`config.mk`:
```
export PLATFORM = sky130hd
export DESIGN_NAME = awb_gain_calc
export DESIGN_NICKNAME = d
export VERILOG_FILES = /design/src/rtl/awb_gain_calc.sv
export SDC_FILE = /design/constraint.sdc
export NUM_CORES = 1
export LEC_CHECK = 0
export CORE_MARGIN = 2
export CORE_UTILIZATION = 54
export DETAILED_ROUTE_END_ITERATION = 10
export HOLD_SLACK_MARGIN = 0.06
export PLACE_DENSITY_LB_ADDON = 0.25
export SETUP_SLACK_MARGIN = 0.1
export SKIP_LAST_GASP = 1
export SYNTH_ARGS = -nofsm -noshare
export SYNTH_HDL_FRONTEND = slang
export SYNTH_SLANG_ARGS = --single-unit
```
`constraint.sdc`:
```
create_clock -name I_clk -period 2.94 [get_ports I_clk]
set_input_delay 0.588 -clock I_clk [delete_from_list [all_inputs] [get_ports I_clk]]
set_output_delay 0.588 -clock I_clk [all_outputs]
set_load 0.03 [all_outputs]
```
`src/rtl/awb_gain_calc.sv`:
```
// Auto-white-balance gain calculator: accumulates per-channel frame sums and derives
// R/B gains relative to green with a single shared serial restoring divider.
module awb_gain_calc #(
    parameter logic [19:0] P_GAIN_MAX   = 20'h04000,
    parameter logic [19:0] P_GAIN_UNITY = 20'h01000
) (
    input  logic        I_clk,
    input  logic        I_rst_n,
    input  logic        I_rgb888_frame_start,
    input  logic        I_rgb888_frame_end,
    input  logic        I_rgb888_valid,
    input  logic [95:0] I_rgb888_data,
    input  logic        I_awb_en,
    output logic [19:0] O_r_gain,
    output logic [19:0] O_g_gain,
    output logic [19:0] O_b_gain,
    output logic        O_gain_update,
    output logic        O_busy
);

    typedef enum logic [1:0] {S_IDLE, S_DIV_R, S_DIV_B, S_UPDATE} state_t;

    // Channel index 0 = R, 1 = G, 2 = B
    logic [2:0][31:0] sum_next;

    genvar gi;
    generate
        for (gi = 0; gi < 3; gi++) begin : gen_ch
            logic [9:0]  beat_sum;
            logic [32:0] acc_wide;
            logic [31:0] acc_reg;
            logic [31:0] acc_next;

            always_comb begin
                beat_sum = '0;
                for (int p = 0; p < 4; p++) begin
                    beat_sum = beat_sum + {2'b00, I_rgb888_data[p*24 + (2-gi)*8 +: 8]};
                end
                acc_wide = {1'b0, acc_reg} + {23'd0, beat_sum};
                if (I_rgb888_frame_start) begin
                    acc_next = I_rgb888_valid ? {22'd0, beat_sum} : 32'd0;
                end else if (I_rgb888_valid) begin
                    acc_next = acc_wide[32] ? 32'hFFFF_FFFF : acc_wide[31:0];
                end else begin
                    acc_next = acc_reg;
                end
            end

            always_ff @(posedge I_clk or negedge I_rst_n) begin
                if (!I_rst_n) begin
                    acc_reg <= '0;
                end else begin
                    acc_reg <= acc_next;
                end
            end

            assign sum_next[gi] = acc_next;
        end
    endgenerate

    state_t      state_reg;
    logic [5:0]  cnt_reg;
    logic [31:0] snap_g_reg;
    logic [31:0] snap_b_reg;
    logic [31:0] den_reg;
    logic [31:0] rem_reg;
    logic [43:0] quo_reg;
    logic [19:0] r_quot_reg;
    logic [19:0] b_quot_reg;
    logic [19:0] r_gain_reg;
    logic [19:0] b_gain_reg;
    logic        gain_update_reg;

    // One restoring-division step: quotient bits shift in as dividend bits shift out
    logic [32:0] rem_shift;
    logic [31:0] rem_step;
    logic [43:0] quo_step;

    always_comb begin
        rem_shift = {rem_reg, quo_reg[43]};
        if (rem_shift >= {1'b0, den_reg}) begin
            rem_step = 32'(rem_shift - {1'b0, den_reg});
            quo_step = {quo_reg[42:0], 1'b1};
        end else begin
            rem_step = rem_shift[31:0];
            quo_step = {quo_reg[42:0], 1'b0};
        end
    end

    function automatic logic [19:0] clamp_gain(input logic [43:0] q, input logic [31:0] d);
        logic [19:0] res;
        if (d == 32'd0 || q > {24'd0, P_GAIN_MAX}) begin
            res = P_GAIN_MAX;
        end else begin
            res = q[19:0];
        end
        return res;
    endfunction

    always_ff @(posedge I_clk or negedge I_rst_n) begin
        if (!I_rst_n) begin
            state_reg       <= S_IDLE;
            cnt_reg         <= '0;
            snap_g_reg      <= '0;
            snap_b_reg      <= '0;
            den_reg         <= '0;
            rem_reg         <= '0;
            quo_reg         <= '0;
            r_quot_reg      <= P_GAIN_UNITY;
            b_quot_reg      <= P_GAIN_UNITY;
            r_gain_reg      <= P_GAIN_UNITY;
            b_gain_reg      <= P_GAIN_UNITY;
            gain_update_reg <= 1'b0;
        end else begin
            gain_update_reg <= 1'b0;
            if (!I_awb_en) begin
                state_reg  <= S_IDLE;
                cnt_reg    <= '0;
                r_gain_reg <= P_GAIN_UNITY;
                b_gain_reg <= P_GAIN_UNITY;
            end else begin
                case (state_reg)
                    S_IDLE: begin
                        if (I_rgb888_frame_end) begin
                            snap_g_reg <= sum_next[1];
                            snap_b_reg <= sum_next[2];
                            den_reg    <= sum_next[0];
                            quo_reg    <= {sum_next[1], 12'd0};
                            rem_reg    <= '0;
                            cnt_reg    <= '0;
                            state_reg  <= S_DIV_R;
                        end
                    end
                    S_DIV_R: begin
                        rem_reg <= rem_step;
                        quo_reg <= quo_step;
                        cnt_reg <= cnt_reg + 6'd1;
                        if (cnt_reg == 6'd43) begin
                            // Capture R result and reload the divider for the B channel
                            r_quot_reg <= clamp_gain(quo_step, den_reg);
                            den_reg    <= snap_b_reg;
                            quo_reg    <= {snap_g_reg, 12'd0};
                            rem_reg    <= '0;
                            cnt_reg    <= '0;
                            state_reg  <= S_DIV_B;
                        end
                    end
                    S_DIV_B: begin
                        rem_reg <= rem_step;
                        quo_reg <= quo_step;
                        cnt_reg <= cnt_reg + 6'd1;
                        if (cnt_reg == 6'd43) begin
                            b_quot_reg <= clamp_gain(quo_step, den_reg);
                            cnt_reg    <= '0;
                            state_reg  <= S_UPDATE;
                        end
                    end
                    S_UPDATE: begin
                        r_gain_reg      <= r_quot_reg;
                        b_gain_reg      <= b_quot_reg;
                        gain_update_reg <= 1'b1;
                        state_reg       <= S_IDLE;
                    end
                    default: state_reg <= S_IDLE;
                endcase
            end
        end
    end

    assign O_r_gain      = r_gain_reg;
    assign O_g_gain      = P_GAIN_UNITY;
    assign O_b_gain      = b_gain_reg;
    assign O_gain_update = gain_update_reg;
    assign O_busy        = (state_reg != S_IDLE);

endmodule
```
== After elaboration in Yosys (flattened, before gate mapping) ==
Index checks and enable logic that the tools add are counted.
Storage, ports and cells
  register bits: 357
  input port bits: 102
  logic and storage cells: 95
Operators by class
  $add $sub $neg: 14
  order comparisons: 2
  eq/ne operators: 11
  multiplexer cells: 39
  reductions and logical operators: 14
Operator list (count)
  two-way mux 32 bit: 14
  one-hot mux 44 bit (3 select lines): 1
  two-way mux 20 bit: 5
  adder 32 x 10 -> 33 bit: 3
  one-hot mux 32 bit (3 select lines): 1
  two-way mux 44 bit: 2
  one-hot mux 32 bit (2 select lines): 1
  greater-than comparator 44 x 15 -> 1 bit (second input constant): 1
  >= comparator 33 x 32 -> 1 bit: 1
  zero test 32 bit: 1
  subtractor 32 bit: 1
  adder 10 x 8 -> 10 bit: 3
  adder 9 x 8 -> 10 bit: 3
  two-way mux 10 bit: 3
  adder 8 x 8 -> 9 bit: 3
  two-way mux 6 bit: 3
  AND reduction 3 bit: 5
  one-hot mux 6 bit (2 select lines): 1
  inequality test 3 bit (second input constant): 3
  two-way mux 2 bit: 4
  one-hot mux 2 bit (4 select lines): 1
  adder 6 x 1 -> 6 bit (second input constant): 1
  == test 6 bit (second input constant): 1
  == test 2 bit (second input constant): 2
  12 further kinds: 16

== Logic depth before layout (Yosys ltp) ==
Gate-level depths: netlist of run 1.
  depth after elaboration: 9
  gate-level depth with buffers: 23
  gate-level depth less buffers: 22

== Worst setup path after synthesis of run 1 ==
No wires, ideal clock.
  path kind: input to register
  start point: input port I_rgb888_data[10]
  end point: register quo_reg[39]
  library setup time: 0.126 ns
  data arrival time: 4.853 ns
  slack: -2.039 ns
  stages on the path: 22
  cell sequence: inv_1 > fa_1 > fa_1 > inv_1 > ha_1 > a21o_1 > a21oi_1 > o21ai_0 > a2111oi_0 > or3_1 > xor2_1 > inv_1 > ha_1 > a21o_1 > nand2_1 > inv_1 > a211o_1 > buf_6 > nand4_1 > xor2_1 > a21oi_1 > a221o_1
Between the ends
  word-level cells in the longest chain between the ends: 9
RTL lines
  start, declared: line 12  | input logic [95:0] I_rgb888_data,
  adder 8 x 8 -> 9 bit: line 37  | beat_sum = beat_sum + {2'b00, I_rgb888_data[p*24 + (2-gi)*8 +: 8]};
  adder 9 x 8 -> 10 bit: line 37
  adder 10 x 8 -> 10 bit: line 37
  adder 32 x 10 -> 33 bit: line 39  | acc_wide = {1'b0, acc_reg} + {23'd0, beat_sum};
  two-way mux 32 bit: line 43  | acc_next = acc_wide[32] ? 32'hFFFF_FFFF : acc_wide[31:0];
  two-way mux 32 bit: line 42  | end else if (I_rgb888_valid) begin
  two-way mux 32 bit: line 40  | if (I_rgb888_frame_start) begin
  two-way mux 44 bit: line 124  | if (I_rgb888_frame_end) begin
  one-hot mux 44 bit (3 select lines): line 122  | case (state_reg)
  end signal, assigned: line 128  | quo_reg <= {sum_next[1], 12'd0};
  end signal, assigned: line 136  | quo_reg <= quo_step;
  end signal, assigned: line 142  | quo_reg <= {snap_g_reg, 12'd0};
  end, declared: line 67  | logic [43:0] quo_reg;
Every way passes these cells. The select of a mux whose other input is x is not followed.
A chain may end at the register's enable or synchronous reset.

== Worst setup path after layout of run 1 ==
  start point: input port I_rgb888_data[59]
  end point: register quo_reg[35]
Between the ends
  word-level cells in the longest chain between the ends: 8
RTL lines
  adder 9 x 8 -> 10 bit: line 37
  adder 10 x 8 -> 10 bit: line 37
  adder 32 x 10 -> 33 bit: line 39
  two-way mux 32 bit: line 43
  two-way mux 32 bit: line 42
  two-way mux 32 bit: line 40
  named net gen_ch[1].acc_next[23]: line 32  | logic [31:0] acc_next;
  two-way mux 44 bit: line 124
  one-hot mux 44 bit (3 select lines): line 122
The timed path passes the listed nets, and every way through them passes these cells. The select of a mux whose other input is x is not followed.

==> results of run 1 <==
==> cell type report <==
| type | instances | area [µm²] | area share |
|---|---|---|---|
| Clock buffer | 57 | 1160 | 0.0377 |
| Multi-Input combinational cell | 1579 | 14400 | 0.467 |
| Timing Repair Buffer | 491 | 4570 | 0.148 |
| Inverter | 222 | 886 | 0.0287 |
| Tap cell | 525 | 657 | 0.0212 |
| Clock inverter | 17 | 254 | 0.00822 |
| Sequential cell | 357 | 8940 | 0.289 |
==> worst max-delay path, stage by stage <==
cell and delay, ns:
clkdlybuf4s15_1 0.17, inv_2 0.04, fa_1 0.51, fa_1 0.58
inv_2 0.05, ha_4 0.23, nor2b_4 0.14, o21ai_4 0.18
a21boi_4 0.09, o21ai_2 0.18, a21boi_2 0.09, o21a_1 0.18
or2_4 0.28, ha_4 0.30, and2_4 0.19, a211oi_4 0.08
or4_1 0.49, a31oi_1 0.20, buf_4 0.16, nor2_1 0.04
o31ai_1 0.22
==> where the power goes <==
part | internal (mW) | total [mW] | switching [mW]
clock | 3.23 | 5.45 | 2.22
combinational | 8.01 | 17.1 | 9.05
sequential | 5.66 | 6.40 | 0.733
==> placed cells by master (no fill, tap or decap), drive strengths merged, types with 11 or more instances in the layout <==
cell type,instances
nand3,45
nor2b,50
inv,223
xor2,40
nor4,22
buf,366
a22o,39
and2,26
nor3,42
o221ai,19
mux2i,60
xnor2,58
clkbuf,62
a22oi,15
a32oi,15
o22ai,11
a21o,31
a211oi,40
o21ai,139
dlygate4sd2,12
nor2,118
o211ai,11
dlymetal6s2s,12
a221oi,32
dfrtp,353
clkdlybuf4s50,86
fa,52
o21a,13
a31oi,30
a21oi,109
nand2,217
mux2,13
and3,34
conb,20
ha,95
o31ai,19
nand4,28
==> repair_timing <==
| action | in CTS | in global routing |
|---|---|---|
| resized for setup | 386 | 289 |
| hold endpoints to repair | 61 | 0 |
| cloned | 3 | 2 |
| pin swaps | 258 | 211 |
| setup buffers | 82 | 50 |
| setup endpoints to repair | 235 | 278 |
| hold buffers | 1 | 0 |
==> cells by family (layout without fill, tap and decap cells) <==
group / after synthesis / after routing / synth area share
other: 2 / 20 / 0.000348
AO/OA/AOI/OAI: 608 / 609 / 0.196
multiplexers: 73 / 73 / 0.0347
flip-flops: 357 / 357 / 0.415
buffers and inverters: 349 / 787 / 0.0664
XOR/XNOR: 98 / 98 / 0.0398
AND/OR/NAND/NOR: 632 / 632 / 0.145
adder cells (fa/ha/maj): 147 / 147 / 0.103
==> per-stage QoR <==
stage / instances / cell area [µm²]
final: 3248 / 30900
after global routing: 3248 / 30900
after global placement: 3053 / 26000
after floorplan: 2284 / 22600
after detailed placement: 3053 / 26000
after CTS: 3209 / 29300
==> routing by layer <==
metal	vias to the layer above	track usage	share of wire
li1	8848	-	-
met1	10159	0.408	0.38
met2	1148	0.526	0.49
met3	360	0.0590	0.082
met4	0	0.119	0.052
met5	-	0	0
==> final timing paths <==
path	slack [ns]	endpoint	cells after the start
max in group asynchronous	1.49	gen_ch[1].acc_reg[8]	3
setup / recovery	-1.60	quo_reg[35]	21
setup reg to reg	-0.14	den_reg[5]	13
hold reg to reg	0.48	snap_g_reg[1]	2
hold / removal	0.33	gen_ch[2].acc_reg[13]	2
min in group asynchronous	0.59	rem_reg[8]	2
==> cell usage after synthesis, drive strengths merged (11+ instances only) <==
| cell type | n | share of area |
|---|---|---|
| buf | 44 | 0.013 |
| nand4 | 28 | 0.0081 |
| o22ai | 11 | 0.0032 |
| a21o | 31 | 0.011 |
| nor2 | 118 | 0.021 |
| nor4 | 22 | 0.0064 |
| o211ai | 11 | 0.0041 |
| a211oi | 40 | 0.015 |
| ha | 95 | 0.055 |
| a31oi | 30 | 0.0087 |
| inv | 221 | 0.038 |
| nand3 | 45 | 0.011 |
| mux2i | 60 | 0.028 |
| a21oi | 109 | 0.025 |
| xnor2 | 58 | 0.024 |
| mux2 | 13 | 0.0068 |
| and2 | 26 | 0.0077 |
| o31ai | 19 | 0.0073 |
| o221ai | 19 | 0.0080 |
| fa | 52 | 0.048 |
| clkbuf | 83 | 0.014 |
| nor2b | 50 | 0.015 |
| a22o | 39 | 0.016 |
| o21ai | 139 | 0.033 |
| dfrtp | 353 | 0.41 |
| and3 | 34 | 0.010 |
| a221oi | 32 | 0.013 |
| nand2 | 217 | 0.038 |
| xor2 | 40 | 0.016 |
| a32oi | 15 | 0.0061 |
| a22oi | 15 | 0.0052 |
| o21a | 13 | 0.0045 |
| nor3 | 42 | 0.011 |
==> results.sh, run 1 <==
export IMPL_start_kind="primary input"
export IMPL_synth_sequential_area_ratio=0.415
export IMPL_drt_total_wl_um=72700
export IMPL_final_util=0.782
export IMPL_final_min_period_ns=4.54
export IMPL_final_setup_worst_slack_ns=-1.60
export IMPL_cts_path_max_buffers=3
export IMPL_gr_usage_all_layers=0.315
export IMPL_postSynthCellCount=2266
export IMPL_grt_pass1_wl_um=105000
export IMPL_clock_sink_count=357
export IMPL_timing_critical_path_arrival_ns=5.00
export IMPL_tcrit_tclk_final=1.55
export IMPL_initialDrtViolationCount=2047
export IMPL_remaining_drc_errors=0
export IMPL_max_slew_worst_pin_slew_ns=1.08
export IMPL_route_antenna_remaining_nets=0
export IMPL_fp_row_count=73
export IMPL_crit_start="I_rgb888_data[59]"
export IMPL_finish_net_count=2940
export IMPL_syn_to_final_growth_pct=43.4
export IMPL_slew_headroom=0.279
export IMPL_detail_route_wl_per_cell_um=22.4
export IMPL_grt_setup_unrepaired="yes"
export IMPL_design_power_total_mw=28.9
export IMPL_place_congestion=0.922
export IMPL_setup_tns_ns=-309.90
export IMPL_n_antenna_cell=0
export IMPL_finalClockSkew_ns=0.0190
export IMPL_congestion_overflow_gr=0
export IMPL_synth_cell_area_mm2=0.0216
export IMPL_final_layout_size_suffix_gt1_frac=0.342
export IMPL_core_area_mm2=0.0395
export IMPL_endpoint_kind="register"
export IMPL_critical_path_reg2reg_startpoint="gen_ch[0].acc_reg[0]"
export IMPL_synthesis_area_per_instance_um2=9.51
export IMPL_whs_ns=0.326
export IMPL_slew_viol_final=0
export IMPL_ctsHtreeMaxLevel=2
export IMPL_power_static_leakage_nw=13.8
export IMPL_largest_register_ff_count=96
export IMPL_synth_edff_count=0
export IMPL_postSynth_asyncResetShare=1.00
export IMPL_place_worst_setup_slack_ns=-2.68
export IMPL_ioPinCount=164
export IMPL_drt_pass1_iterations=5
export IMPL_ys_dominant_reg_cell="dfrtp_1"
export IMPL_root_buffer="clkbuf_16"
export IMPL_clkSlewWorstSetupHoldPaths_ns=0.07
export IMPL_hold_path_class="primary input to register"
export IMPL_first_global_vias=20461
export IMPL_design_die_area_mm2=0.0415
export IMPL_antenna_found_initial=0
export IMPL_n_fill_cell=2319
export IMPL_max_vdd_drop_mv=0.803
export IMPL_chipHeight_um=204
export IMPL_clock_fmax_mhz=220
export IMPL_synth_cell_types=88
export IMPL_ys_warn_count=0
export IMPL_run_status="finished with violations"
export IMPL_numCtsBuffers=40
export IMPL_timing_hold_violations_final=0
export IMPL_hold_path_startpoint="I_rgb888_frame_start"
export IMPL_die_w_um=204
export IMPL_timing_worst_setup_path_type="primary input to register"
export IMPL_setup_viol=224
export IMPL_count_of_port_buffers_added_during_placement=143
export IMPL_power_density_mw_per_mm2=935
export IMPL_initial_core_util=0.545
export IMPL_tritoncts="yes"
export IMPL_detailroute_via_count=20515
export IMPL_grt_max_degree=70
export IMPL_vias_per_cell=6.32
export IMPL_clkLatencyLatePin_ns=0.56
export IMPL_timing_max_cap_violations=0
export IMPL_hpwlAfterDp_um=42500
export IMPL_data_required_time_at_the_worst_endpoint_ns=3.39
export IMPL_critical_path_peak_fanout=4
export IMPL_yosys_register_bits=357
export IMPL_violations="negative setup slack"
(Power assumes the default switching activity.)
==> run 2, diff against run 1 <==
--- a/config.mk
+++ b/config.mk
@@ -5,8 +5,11 @@
 export SDC_FILE = /design/constraint.sdc
 export NUM_CORES = 1
 export LEC_CHECK = 0
+export CELL_PAD_IN_SITES_DETAIL_PLACEMENT = 1
+export CELL_PAD_IN_SITES_GLOBAL_PLACEMENT = 1
 export CORE_MARGIN = 2
-export CORE_UTILIZATION = 54
+export CORE_UTILIZATION = 42
+export CTS_CLUSTER_DIAMETER = 50
 export DETAILED_ROUTE_END_ITERATION = 10
 export HOLD_SLACK_MARGIN = 0.06
 export PLACE_DENSITY_LB_ADDON = 0.25
==> run 2 against run 1 <==
Compared with the run above: the flow still finishes with violations (negative setup slack); critical path depth up 2; worst setup slack worse by 0.21 ns; sequential share of layout area down 0.79 points; non-clock buffer count up 24; clock skew up 0.014 ns; cell count up 6.1%; utilization down 16 points; via count up 3.2%; routed wire length up 26%.
==> results.sh, run 2 (synthesis results as in run 1) <==
export IMPL_chipHeight_um=231
export IMPL_run_status="finished with violations"
export IMPL_count_of_port_buffers_added_during_placement=143
export IMPL_clkSlewWorstSetupHoldPaths_ns=0.06
export IMPL_die_w_um=231
export IMPL_numCtsBuffers=50
export IMPL_ioPinCount=164
export IMPL_max_vdd_drop_mv=0.585
export IMPL_hold_path_class="register to register"
export IMPL_slew_headroom=0.166
export IMPL_initial_core_util=0.423
export IMPL_clkLatencyLatePin_ns=0.62
export IMPL_vias_per_cell=6.15
export IMPL_core_area_mm2=0.0510
export IMPL_timing_worst_setup_path_type="primary input to register"
export IMPL_place_worst_setup_slack_ns=-2.83
export IMPL_endpoint_kind="register"
export IMPL_met1_usage=0.359
export IMPL_grt_max_degree=70
export IMPL_power_static_leakage_nw=14.1
export IMPL_timing_critical_path_arrival_ns=5.21
export IMPL_tcrit_tclk_final=1.62
export IMPL_power_density_mw_per_mm2=988
export IMPL_ctsHtreeMaxLevel=2
export IMPL_whs_ns=0.479
export IMPL_congestion_overflow_gr=0
export IMPL_hpwlAfterDp_um=49200
export IMPL_critical_path_peak_fanout=7
export IMPL_grt_setup_unrepaired="yes"
export IMPL_place_congestion=0.837
export IMPL_start_kind="primary input"
export IMPL_grt_pass1_wl_um=124000
export IMPL_root_buffer="clkbuf_16"
export IMPL_design_power_total_mw=31.4
export IMPL_layout_commonest_cell="dfrtp_1"
export IMPL_tritoncts="yes"
export IMPL_fp_row_count=83
export IMPL_timing_hold_violations_final=0
export IMPL_route_antenna_remaining_nets=0
export IMPL_finish_net_count=2974
export IMPL_met2_use_gr=0.507
export IMPL_cts_path_max_buffers=3
export IMPL_largest_register_ff_count=96
export IMPL_timing_max_cap_violations=0
export IMPL_detailroute_via_count=21180
export IMPL_setup_viol=224
export IMPL_drt_total_wl_um=91900
export IMPL_data_required_time_at_the_worst_endpoint_ns=3.39
export IMPL_antenna_found_initial=5
export IMPL_slew_viol_final=0
export IMPL_final_layout_size_suffix_gt1_frac=0.358
export IMPL_gr_usage_all_layers=0.291
export IMPL_max_slew_worst_pin_slew_ns=1.25
export IMPL_grt_busiest_layer="met2"
export IMPL_grt_use_met3=0.0485
export IMPL_first_global_vias=22361
export IMPL_final_min_period_ns=4.75
export IMPL_remaining_drc_errors=0
export IMPL_clock_sink_count=357
export IMPL_syn_to_final_growth_pct=47.5
export IMPL_clock_fmax_mhz=210
export IMPL_initialDrtViolationCount=1650
export IMPL_detail_route_wl_per_cell_um=26.7
export IMPL_finalClockSkew_ns=0.0330
export IMPL_drt_pass1_iterations=5
export IMPL_mostFrequentLayoutCells="353 x dfrtp_1, 252 x buf_4, 195 x nand2_1"
export IMPL_violations="negative setup slack"
export IMPL_design_die_area_mm2=0.0531
export IMPL_final_setup_worst_slack_ns=-1.81
[run 2: worst max-delay path, stage by stage]
cell     delay [ns]
buf_6          0.10
inv_4          0.04
fa_2           0.43
fa_1           0.49
inv_1          0.05
ha_2           0.18
inv_2          0.06
fa_2           0.24
nor2b_4        0.06
o21ai_4        0.19
nor3b_1        0.50
nor2_4         0.08
ha_4           0.32
nand3_1        0.10
o22ai_1        0.18
buf_4          0.17
o211a_4        0.22
o21ai_4        0.08
nand2_4        0.20
buf_6          0.16
nor2_4         0.03
a211o_1        0.35
a21oi_1        0.38
[run 2: power breakdown]
group          leakage, nW  switching [mW]  internal, mW
Clock                0.800            2.62          3.53
Sequential            4.80           0.825          5.67
Combinational         8.52            10.2          8.57
[run 2: final cells by class]
| class | instances | area (µm²) |
|---|---|---|
| clock buffers | 61 | 1360 |
| inverters | 222 | 903 |
| flip-flops and latches | 357 | 8940 |
| multi-input cells | 1579 | 14500 |
| diodes | 3 | 7.51 |
| fillers | 5249 | 19200 |
| clock inverters | 29 | 270 |
| repair buffers | 515 | 4900 |
| well taps | 680 | 851 |
[run 2: path summary, 6_finish.rpt]
kind	slack, ns	start	cells after the start	endpoint
setup reg to reg	-0.44	gen_ch[0].acc_reg[0]	12	den_reg[26]
min in group asynchronous	0.55	I_rst_n	2	rem_reg[8]
max in group asynchronous	1.45	I_rst_n	4	b_quot_reg[13]
hold / removal	0.48	snap_g_reg[20]	2	snap_g_reg[20]
setup / recovery	-1.81	I_rgb888_data[57]	23	quo_reg[20]
hold reg to reg	0.48	snap_g_reg[20]	2	snap_g_reg[20]
[run 2: per-stage QoR]
stage	setup TNS, ns	utilization	std cells	instance area, µm²
after global routing	-362.96	0.623	3444	31800
after detailed placement	-554.11	0.514	3212	26200
after CTS	-302.59	0.590	3393	30100
after floorplan	-320.05	-	2284	22600
after global placement	-515.43	0.514	3212	26200
final	-332.80	0.623	3446	31800
[run 2: layer usage]
layer | vias up | routed length, µm
met5 | - | 27
met4 | 4 | 5060
met3 | 386 | 6070
met2 | 983 | 46200
met1 | 10887 | 34500
li1 | 8920 | -
[run 2: repair_timing]
action | in CTS | in global routing
resized for setup | 429 | 299
hold buffers | 1 | 0
buffers inserted | 91 | 65
setup endpoints to repair | 261 | 284
pin swaps | 255 | 231
cloned | 3 | 1
endpoints found under the hold margin | 59 | 0
